$ cat src/rtl/answer_arbiter_pkg.sv
// Shared definitions for the answer arbiter: FSM state encoding, defaults and a width helper.
package answer_arbiter_pkg;

  typedef enum logic [1:0] {
    ST_IDLE    = 2'd0,
    ST_ARMED   = 2'd1,
    ST_LOCKED  = 2'd2,
    ST_TIMEOUT = 2'd3
  } arb_state_t;

  localparam int DEFAULT_N_PLAYERS       = 4;
  localparam int DEFAULT_DEBOUNCE_CYCLES = 20;
  localparam int DEFAULT_TIME_W          = 6;

  // A single-player configuration still needs a 1-bit winner_id.
  function automatic int id_width(input int n);
    return (n > 1) ? $clog2(n) : 1;
  endfunction

endpackage

$ cat src/rtl/answer_arbiter_debounce.sv
// One button channel: 2-FF synchroniser, counting debouncer and a registered rising-edge pulse.
module btn_debounce
  import answer_arbiter_pkg::*;
#(
  parameter int DEBOUNCE_CYCLES = DEFAULT_DEBOUNCE_CYCLES
) (
  input  logic clk,
  input  logic rst,
  input  logic raw,
  output logic rise
);

  localparam int CNT_W = $clog2(DEBOUNCE_CYCLES + 1);

  logic             sync_q1;
  logic             sync_q2;
  logic             stable;
  logic [CNT_W-1:0] cnt;

  // NOTE: sequential state uses non-blocking assignments so every flop samples pre-edge values.
  always_ff @(posedge clk) begin
    if (rst) begin
      sync_q1 <= 1'b0;
      sync_q2 <= 1'b0;
      stable  <= 1'b0;
      cnt     <= '0;
      rise    <= 1'b0;
    end else begin
      sync_q1 <= raw;
      sync_q2 <= sync_q1;
      rise    <= 1'b0;
      if (sync_q2 != stable) begin
        // Flip once the input has disagreed for DEBOUNCE_CYCLES consecutive cycles.
        if (cnt == CNT_W'(DEBOUNCE_CYCLES - 1)) begin
          stable <= sync_q2;
          rise   <= sync_q2;
          cnt    <= '0;
        end else begin
          cnt <= cnt + CNT_W'(1);
        end
      end else begin
        cnt <= '0;
      end
    end
  end

endmodule

$ cat src/rtl/answer_arbiter.sv
// Answer arbiter: debounced buzz-in, timed answer window, first-press lock and false-start tracking.
module answer_arbiter
  import answer_arbiter_pkg::*;
#(
  parameter int N_PLAYERS       = DEFAULT_N_PLAYERS,
  parameter int DEBOUNCE_CYCLES = DEFAULT_DEBOUNCE_CYCLES,
  parameter int TIME_W          = DEFAULT_TIME_W,
  localparam int PID_W          = id_width(N_PLAYERS)
) (
  input  logic                 clk,
  input  logic                 rst,
  input  logic [N_PLAYERS-1:0] press,
  input  logic [N_PLAYERS-1:0] players_en,
  input  logic                 arm,
  input  logic                 clear,
  input  logic                 sec_tick,
  input  logic [TIME_W-1:0]    time_limit,
  output logic                 winner_valid,
  output logic [PID_W-1:0]     winner_id,
  output logic [N_PLAYERS-1:0] winner_onehot,
  output logic                 timeout,
  output logic [TIME_W-1:0]    remaining,
  output logic [N_PLAYERS-1:0] false_start,
  output logic                 buzz_req
);

  arb_state_t           state;
  logic [N_PLAYERS-1:0] rise;
  logic [N_PLAYERS-1:0] elig_edge;
  logic                 win_any;
  logic [PID_W-1:0]     win_idx;

  for (genvar g = 0; g < N_PLAYERS; g++) begin : g_btn
    btn_debounce #(.DEBOUNCE_CYCLES(DEBOUNCE_CYCLES)) u_btn (
      .clk  (clk),
      .rst  (rst),
      .raw  (press[g]),
      .rise (rise[g])
    );
  end

  assign elig_edge = rise & players_en & ~false_start;

  // NOTE: every always_comb output gets a default first so no latch is inferred.
  always_comb begin
    win_any = |elig_edge;
    win_idx = '0;
    // Scan downward so the lowest simultaneous index is the last one written.
    for (int i = N_PLAYERS - 1; i >= 0; i--) begin
      if (elig_edge[i]) win_idx = PID_W'(i);
    end
  end

  always_ff @(posedge clk) begin
    if (rst) begin
      state         <= ST_IDLE;
      winner_valid  <= 1'b0;
      winner_id     <= '0;
      winner_onehot <= '0;
      timeout       <= 1'b0;
      remaining     <= '0;
      false_start   <= '0;
      buzz_req      <= 1'b0;
    end else begin
      buzz_req <= 1'b0;
      if (clear) begin
        state         <= ST_IDLE;
        winner_valid  <= 1'b0;
        winner_id     <= '0;
        winner_onehot <= '0;
        timeout       <= 1'b0;
        remaining     <= '0;
        false_start   <= '0;
      end else begin
        case (state)
          ST_IDLE: begin
            false_start <= false_start | (rise & players_en);
            if (arm) begin
              remaining <= time_limit;
              if (time_limit == '0) begin
                state    <= ST_TIMEOUT;
                timeout  <= 1'b1;
                buzz_req <= 1'b1;
              end else begin
                state <= ST_ARMED;
              end
            end
          end
          ST_ARMED: begin
            // A buzz-in beats a coincident final tick, so remaining is left untouched here.
            if (win_any) begin
              state         <= ST_LOCKED;
              winner_valid  <= 1'b1;
              winner_id     <= win_idx;
              winner_onehot <= N_PLAYERS'(1) << win_idx;
              buzz_req      <= 1'b1;
            end else if (sec_tick) begin
              remaining <= remaining - TIME_W'(1);
              if (remaining == TIME_W'(1)) begin
                state    <= ST_TIMEOUT;
                timeout  <= 1'b1;
                buzz_req <= 1'b1;
              end
            end
          end
          default: ;  // LOCKED and TIMEOUT hold until clear
        endcase
      end
    end
  end

endmodule

$ cat config.mk
export PLATFORM = sky130hd
export DESIGN_NAME = answer_arbiter
export DESIGN_NICKNAME = d
export VERILOG_FILES = /design/src/rtl/answer_arbiter_pkg.sv /design/src/rtl/answer_arbiter_debounce.sv /design/src/rtl/answer_arbiter.sv
export SDC_FILE = /design/constraint.sdc
export NUM_CORES = 1
export LEC_CHECK = 0
export BUFFER_PORTS_ARGS = -buffer_cell sky130_fd_sc_hd__buf_2
export CELL_PAD_IN_SITES_DETAIL_PLACEMENT = 0
export CELL_PAD_IN_SITES_GLOBAL_PLACEMENT = 1
export CORE_ASPECT_RATIO = 1.75
export CORE_MARGIN = 3
export CORE_UTILIZATION = 43
export DETAILED_ROUTE_END_ITERATION = 8
export PLACE_DENSITY = 0.85
export REMOVE_ABC_BUFFERS = 1
export SLEW_MARGIN = 10
export SYNTH_ARGS = -nofsm -noshare
export SYNTH_HDL_FRONTEND = slang
export SYNTH_HIERARCHICAL = 1
export SYNTH_SLANG_ARGS = --single-unit
$ cat constraint.sdc
create_clock -name clk -period 2 [get_ports clk]
set_input_delay 0.4 -clock clk [delete_from_list [all_inputs] [get_ports clk]]
set_output_delay 0.4 -clock clk [all_outputs]
set_load 0.005 [all_outputs]
Word level (Yosys, flattened, before mapping)
Cells that the tools add are included.

word-level totals
  register bits after elaboration = 57
  bits in latches = 0
  bits in writable memories = 0
  memory bits (read-only) = 0
  bits of input ports = 19
  output and inout port bits = 19
  logic and storage cells = 110
  memories kept = 0

operators by class
  $add $sub $neg = 5
  multipliers = 0
  div/mod/pow operators = 0
  $lt $le $gt $ge = 0
  equality and inequality tests = 17
  shift-type cells = 1
  multiplexer cells = 26
  bitwise operators = 12
  reduce and logical (&&, ||, !) cells = 21

operators by type and width
  operator               number
  $reduce_or A3 Y1       8
  $add A5 B1 Y5 const B  4
  $eq A5 B5 Y1 const B   4
  $mux W2                9
  $mux W6                3
  $pmux W6 S2            1
  $mux W1                10
  $ne A2 B2 Y1 const B   5
  $reduce_and A2 Y1      5
  $and A4 B4 Y4          2
  $not A1 Y1             8
  $reduce_and A4 Y1      2
  $eq A6 B1 Y1 const B   1
  $logic_not A6 Y1       1
  $ne A3 B3 Y1 const B   2
  $reduce_and A6 Y1      1
  $sub A6 B1 Y6 const B  1
  $ne A1 B1 Y1           4
  $not A4 Y4             1
  $or A4 B4 Y4           1
  $pmux W1 S2            2
  $pmux W2 S2            1
  $reduce_or A4 Y1       1
  $shl A1 B2 Y4 const A  1
  4 further kinds        4

Logic depth before layout (Yosys ltp)
  depth in word-level cells = 7
  depth in mapped cells = 6
  depth with buffers taken out = 6

Cells and area by module
Netlist, hierarchy kept.

modules (own cells, without submodules)
  module                             times used  cells an instance  area each (sq um)  seq. area each (sq um)
  answer_arbiter                     1           124                1081.0             420.4
  btn_debounce (g_btn[0].u_btn ...)  3           34                 360.3              180.2
  btn_debounce (g_btn[3].u_btn)      1           35                 360.3              180.2

Least setup slack after synthesis
No wires, ideal clock.

  path type = input to register
  start point = in players_en[2]
  end point = reg remaining[0]
  setup time = 86 ps
  arrival = 1392 ps
  data required time = 1914 ps
  path slack = 522 ps
  stages = 4
  buffers on the path = 0
  cell sequence = and3b_4 o41ai_4 nand3_4 a211oi_1

between the ends
  longest elaborated chain between the ends = 5

RTL lines
  what                                line                  source
  start, declared                     answer_arbiter.sv:13  input logic [N_PLAYERS-1:0] players_en,
  $and A4 B4 Y4 (2 in a row)          answer_arbiter.sv:42  assign elig_edge = rise & players_en & ~false_start;
  $reduce_or A4 Y1                    answer_arbiter.sv:46  win_any = |elig_edge;
  $ne A2 B2 Y1 (no source line)       -
  $reduce_and A4 Y1 (no source line)  -
  end signal, assigned                answer_arbiter.sv:79  remaining <= time_limit;
  end signal, assigned                answer_arbiter.sv:98  remaining <= remaining - TIME_W'(1);
  end, declared                       answer_arbiter.sv:22  output logic [TIME_W-1:0] remaining,

No other way between the ends.
A chain may end at the register's enable or synchronous reset.

Worst setup path in the final report
  start point = reg false_start[2]
  end point = reg remaining[3]

between the ends
  longest elaborated chain between the ends = 5

RTL lines
  what                                line                  source
  start, declared                     answer_arbiter.sv:23  output logic [N_PLAYERS-1:0] false_start,
  start signal, assigned              answer_arbiter.sv:77  false_start <= false_start | (rise & players_en);
  $not A4 Y4                          answer_arbiter.sv:42
  $and A4 B4 Y4                       answer_arbiter.sv:42
  $reduce_or A4 Y1                    answer_arbiter.sv:46
  $ne A2 B2 Y1 (no source line)       -
  $reduce_and A4 Y1 (no source line)  -

No other way between the ends.

==> flow_summary.toml <==
[status]
status = "finished, final reports clean"

[timing]
rsz0062_at_grt = "false"
fin_worst_skew_ps = 9.08
setup_violations = 0
relSlewSlack_pct = 57.8
finalMaxSlewViolations = 0
hold_viol = 0
max_freq_ghz = 0.615
min_period_over_period_pct = 81.4
worst_slew_pin_slew_ps = 625
setup_tns_ps = 0
finalWorstPathRequiredPeriod_ps = 1630

[die]
num_rows = 36
die-height_um = 107
initial_core_util_pct = 44.8
dieArea_sq_um = 6860
fp.dieW_um = 63.9
io_pins = 38
core_area_sq_um = 5630

[cts]
htreeDepth = 3
clockBufferDepth = 2
cts.sink_count = 57
postCtsSetupRepairBufs = 0
cts.clk_slew.worst_paths_ps = 60
clk_latency_ps = 330
hold_buffers = 0
cts-root-buf = "clkbuf_8"
cts_resized = 0
cts_made_buffers = 9
cts_tree = "done"

[final_layout]
antenna_cells = 0
post_layout_nonfiller_instances = 391
seqCellArea_sq_um = 1140
drive_gt1_share_pct = 22.2
post-route-util_pct = 53.9
syn_to_final_growth_pct = 20.3
fillers = 536
multi_input_area_sq_um = 1300
finalNetCount = 335

[grt]
grt_max_degree = 21
grt-ovfl-total = 0
antenna_found_initial = 0
grt.total_usage_pct = 17.2
grt_pass1_wl_mm = 8.98
grt_pass1_vias = 2057

[logic_synthesis]
synth_edf_count = 0
synthTopCellsByArea = "dfxtp_1, nor2_1, nand4bb_4"
ys_seq_area_share_pct = 45.2
yosysMostFrequentCell = "dfxtp_1"
ys_types = 43
synth_area_leader_cell = "dfxtp_1"
synth-main-ff-cell = "dfxtp_1"
syn_inst = 261
netlist_area_sq_um = 2520
async_reset_ff_share_pct = 0
synthTopCellsByCount = "dfxtp_1, nor2_1, inv_1, nor2b_1"
yosys_warnings = 6
synth_top_area_share_pct = 45.2
synth-seq-cells = 57
syn_avg_cell_area_sq_um = 9.66

[worst_setup_path]
crit_path_start_kind = "flop"
crit_required_ps = 2250
endpoint_kind = "flop"
crit_arrival_ps = 1870
worst-setup-path-type = "flop to flop"
worstPathMaxFanout = 6

[job]
maxCapViolations = 0

[detailed_routing]
routed_wl_mm = 5.25
drc = 0
drtPass1Iterations = 5
drt_iter0_markers = 75
avgRoutedWirePerCell_um = 13.4
route.vias.total = 2048
drtAntennaViolNets = 0
viasPerCell = 5.24

[pwr]
p_total_mw = 2.41
p_per_area_nw_per_um2 = 793
vdd_ir_drop_max_v = 0.000686
power.static_leakage_nw = 1.17

[placed_design]
place_hpwl_mm = 3.98
port_buffers = 37
place_inst = 375
gp_congestion = 0.833

[hold_path]
hp-class = "input port to flop"
final cells by class:
cell class                 count  share of cell area [%]
multi-input combinational    184                    43.0
clock buffer                  14                    5.69
sequential                    57                    37.6
tap                           76                    3.13
timing repair buffer          43                    7.59
clock inverter                 2                    1.15
inverter                      15                    1.86
cell families after synthesis:
kind of cell	share of synthesized area (%)
multiplexers	1.64
adder cells (fa/ha/maj)	2.98
AND/OR/NAND/NOR	29.0
AO/OA/AOI/OAI	13.9
flip-flops	45.2
XOR/XNOR	4.17
buffers and inverters	3.08
through the flow:
stage | hold slack, ps | worst slack (ps) | area [sq um]
detailed placement | 423 | 223 | 2830
finish | 281 | 373 | 3030
global placement | 417 | 237 | 2830
global route | 275 | 182 | 3030
CTS | 261 | 348 | 3030
floorplan | 414 | 455 | 2500
flip-flops by register name, indices dropped and copies added (netlist names):
| signal | cells |
|---|---|
| g_btn.u_btn/cnt | 20 |
| remaining | 6 |
| false_start | 4 |
| g_btn.u_btn/rise | 4 |
| g_btn.u_btn/stable | 4 |
| g_btn.u_btn/sync_q1 | 4 |
| g_btn.u_btn/sync_q2 | 4 |
| winner_onehot | 4 |
| state | 2 |
| winner_id | 2 |
| buzz_req | 1 |
| timeout | 1 |
| winner_valid | 1 |
critical path, cell delays in order, from the launching register on:
cell and delay, ps:
dfxtp_1 360, and3b_4 230, o41ai_4 520, nand3_4 180, o31ai_1 260
placed cells by master, fill, tap and decap left out, types with 4 or more instances in the layout:
cell type and count:
o31ai_1 6, clkbuf_8 12, buf_4 6, nand2_1 5
nor2b_1 13, a31oi_1 10, buf_2 37, nand4bb_4 4
a21oi_1 9, xnor2_1 4, nand2b_1 7, nand4b_1 4
xor2_1 8, ha_1 6, nand3b_1 10, dfxtp_1 57
nand3_1 6, nor2_1 38, o311ai_0 5, o21ai_0 7
nor3_1 8, inv_1 15
power breakdown:
group	internal (mW)	leakage, nW	switching [mW]	total, mW
Sequential	1.15	0.462	0.0136	1.17
Combinational	0.0551	0.604	0.0726	0.128
Clock	0.676	0.107	0.436	1.11
path summary, 6_finish.rpt:
kind                                                        start                                 to  slack [ps]  depth (start not counted)
worst min register to register  g_btn[2].u_btn/sync_q1$_SDFF_PP0_  g_btn[2].u_btn/sync_q2$_SDFF_PP0_         430                          1
worst max register to register        false_start[2]$_SDFFE_PP0P_          remaining[3]$_SDFFE_PP0P_         370                          4
worst max-delay path                  false_start[2]$_SDFFE_PP0P_          remaining[3]$_SDFFE_PP0P_         370                          4
worst min-delay path                                     press[0]  g_btn[0].u_btn/sync_q1$_SDFF_PP0_         280                          2
routing by layer:
| layer | GRT usage (%) | routed length [um] | share of wire [%] |
|---|---|---|---|
| met2 | 29.0 | 2560 | 49 |
| met5 | 0 | 0 | 0 |
| met1 | 16.7 | 2080 | 40 |
| met3 | 4.60 | 314 | 6.0 |
| met4 | 15.5 | 296 | 5.6 |
Note: power is estimated with default switching activity, not from simulation.
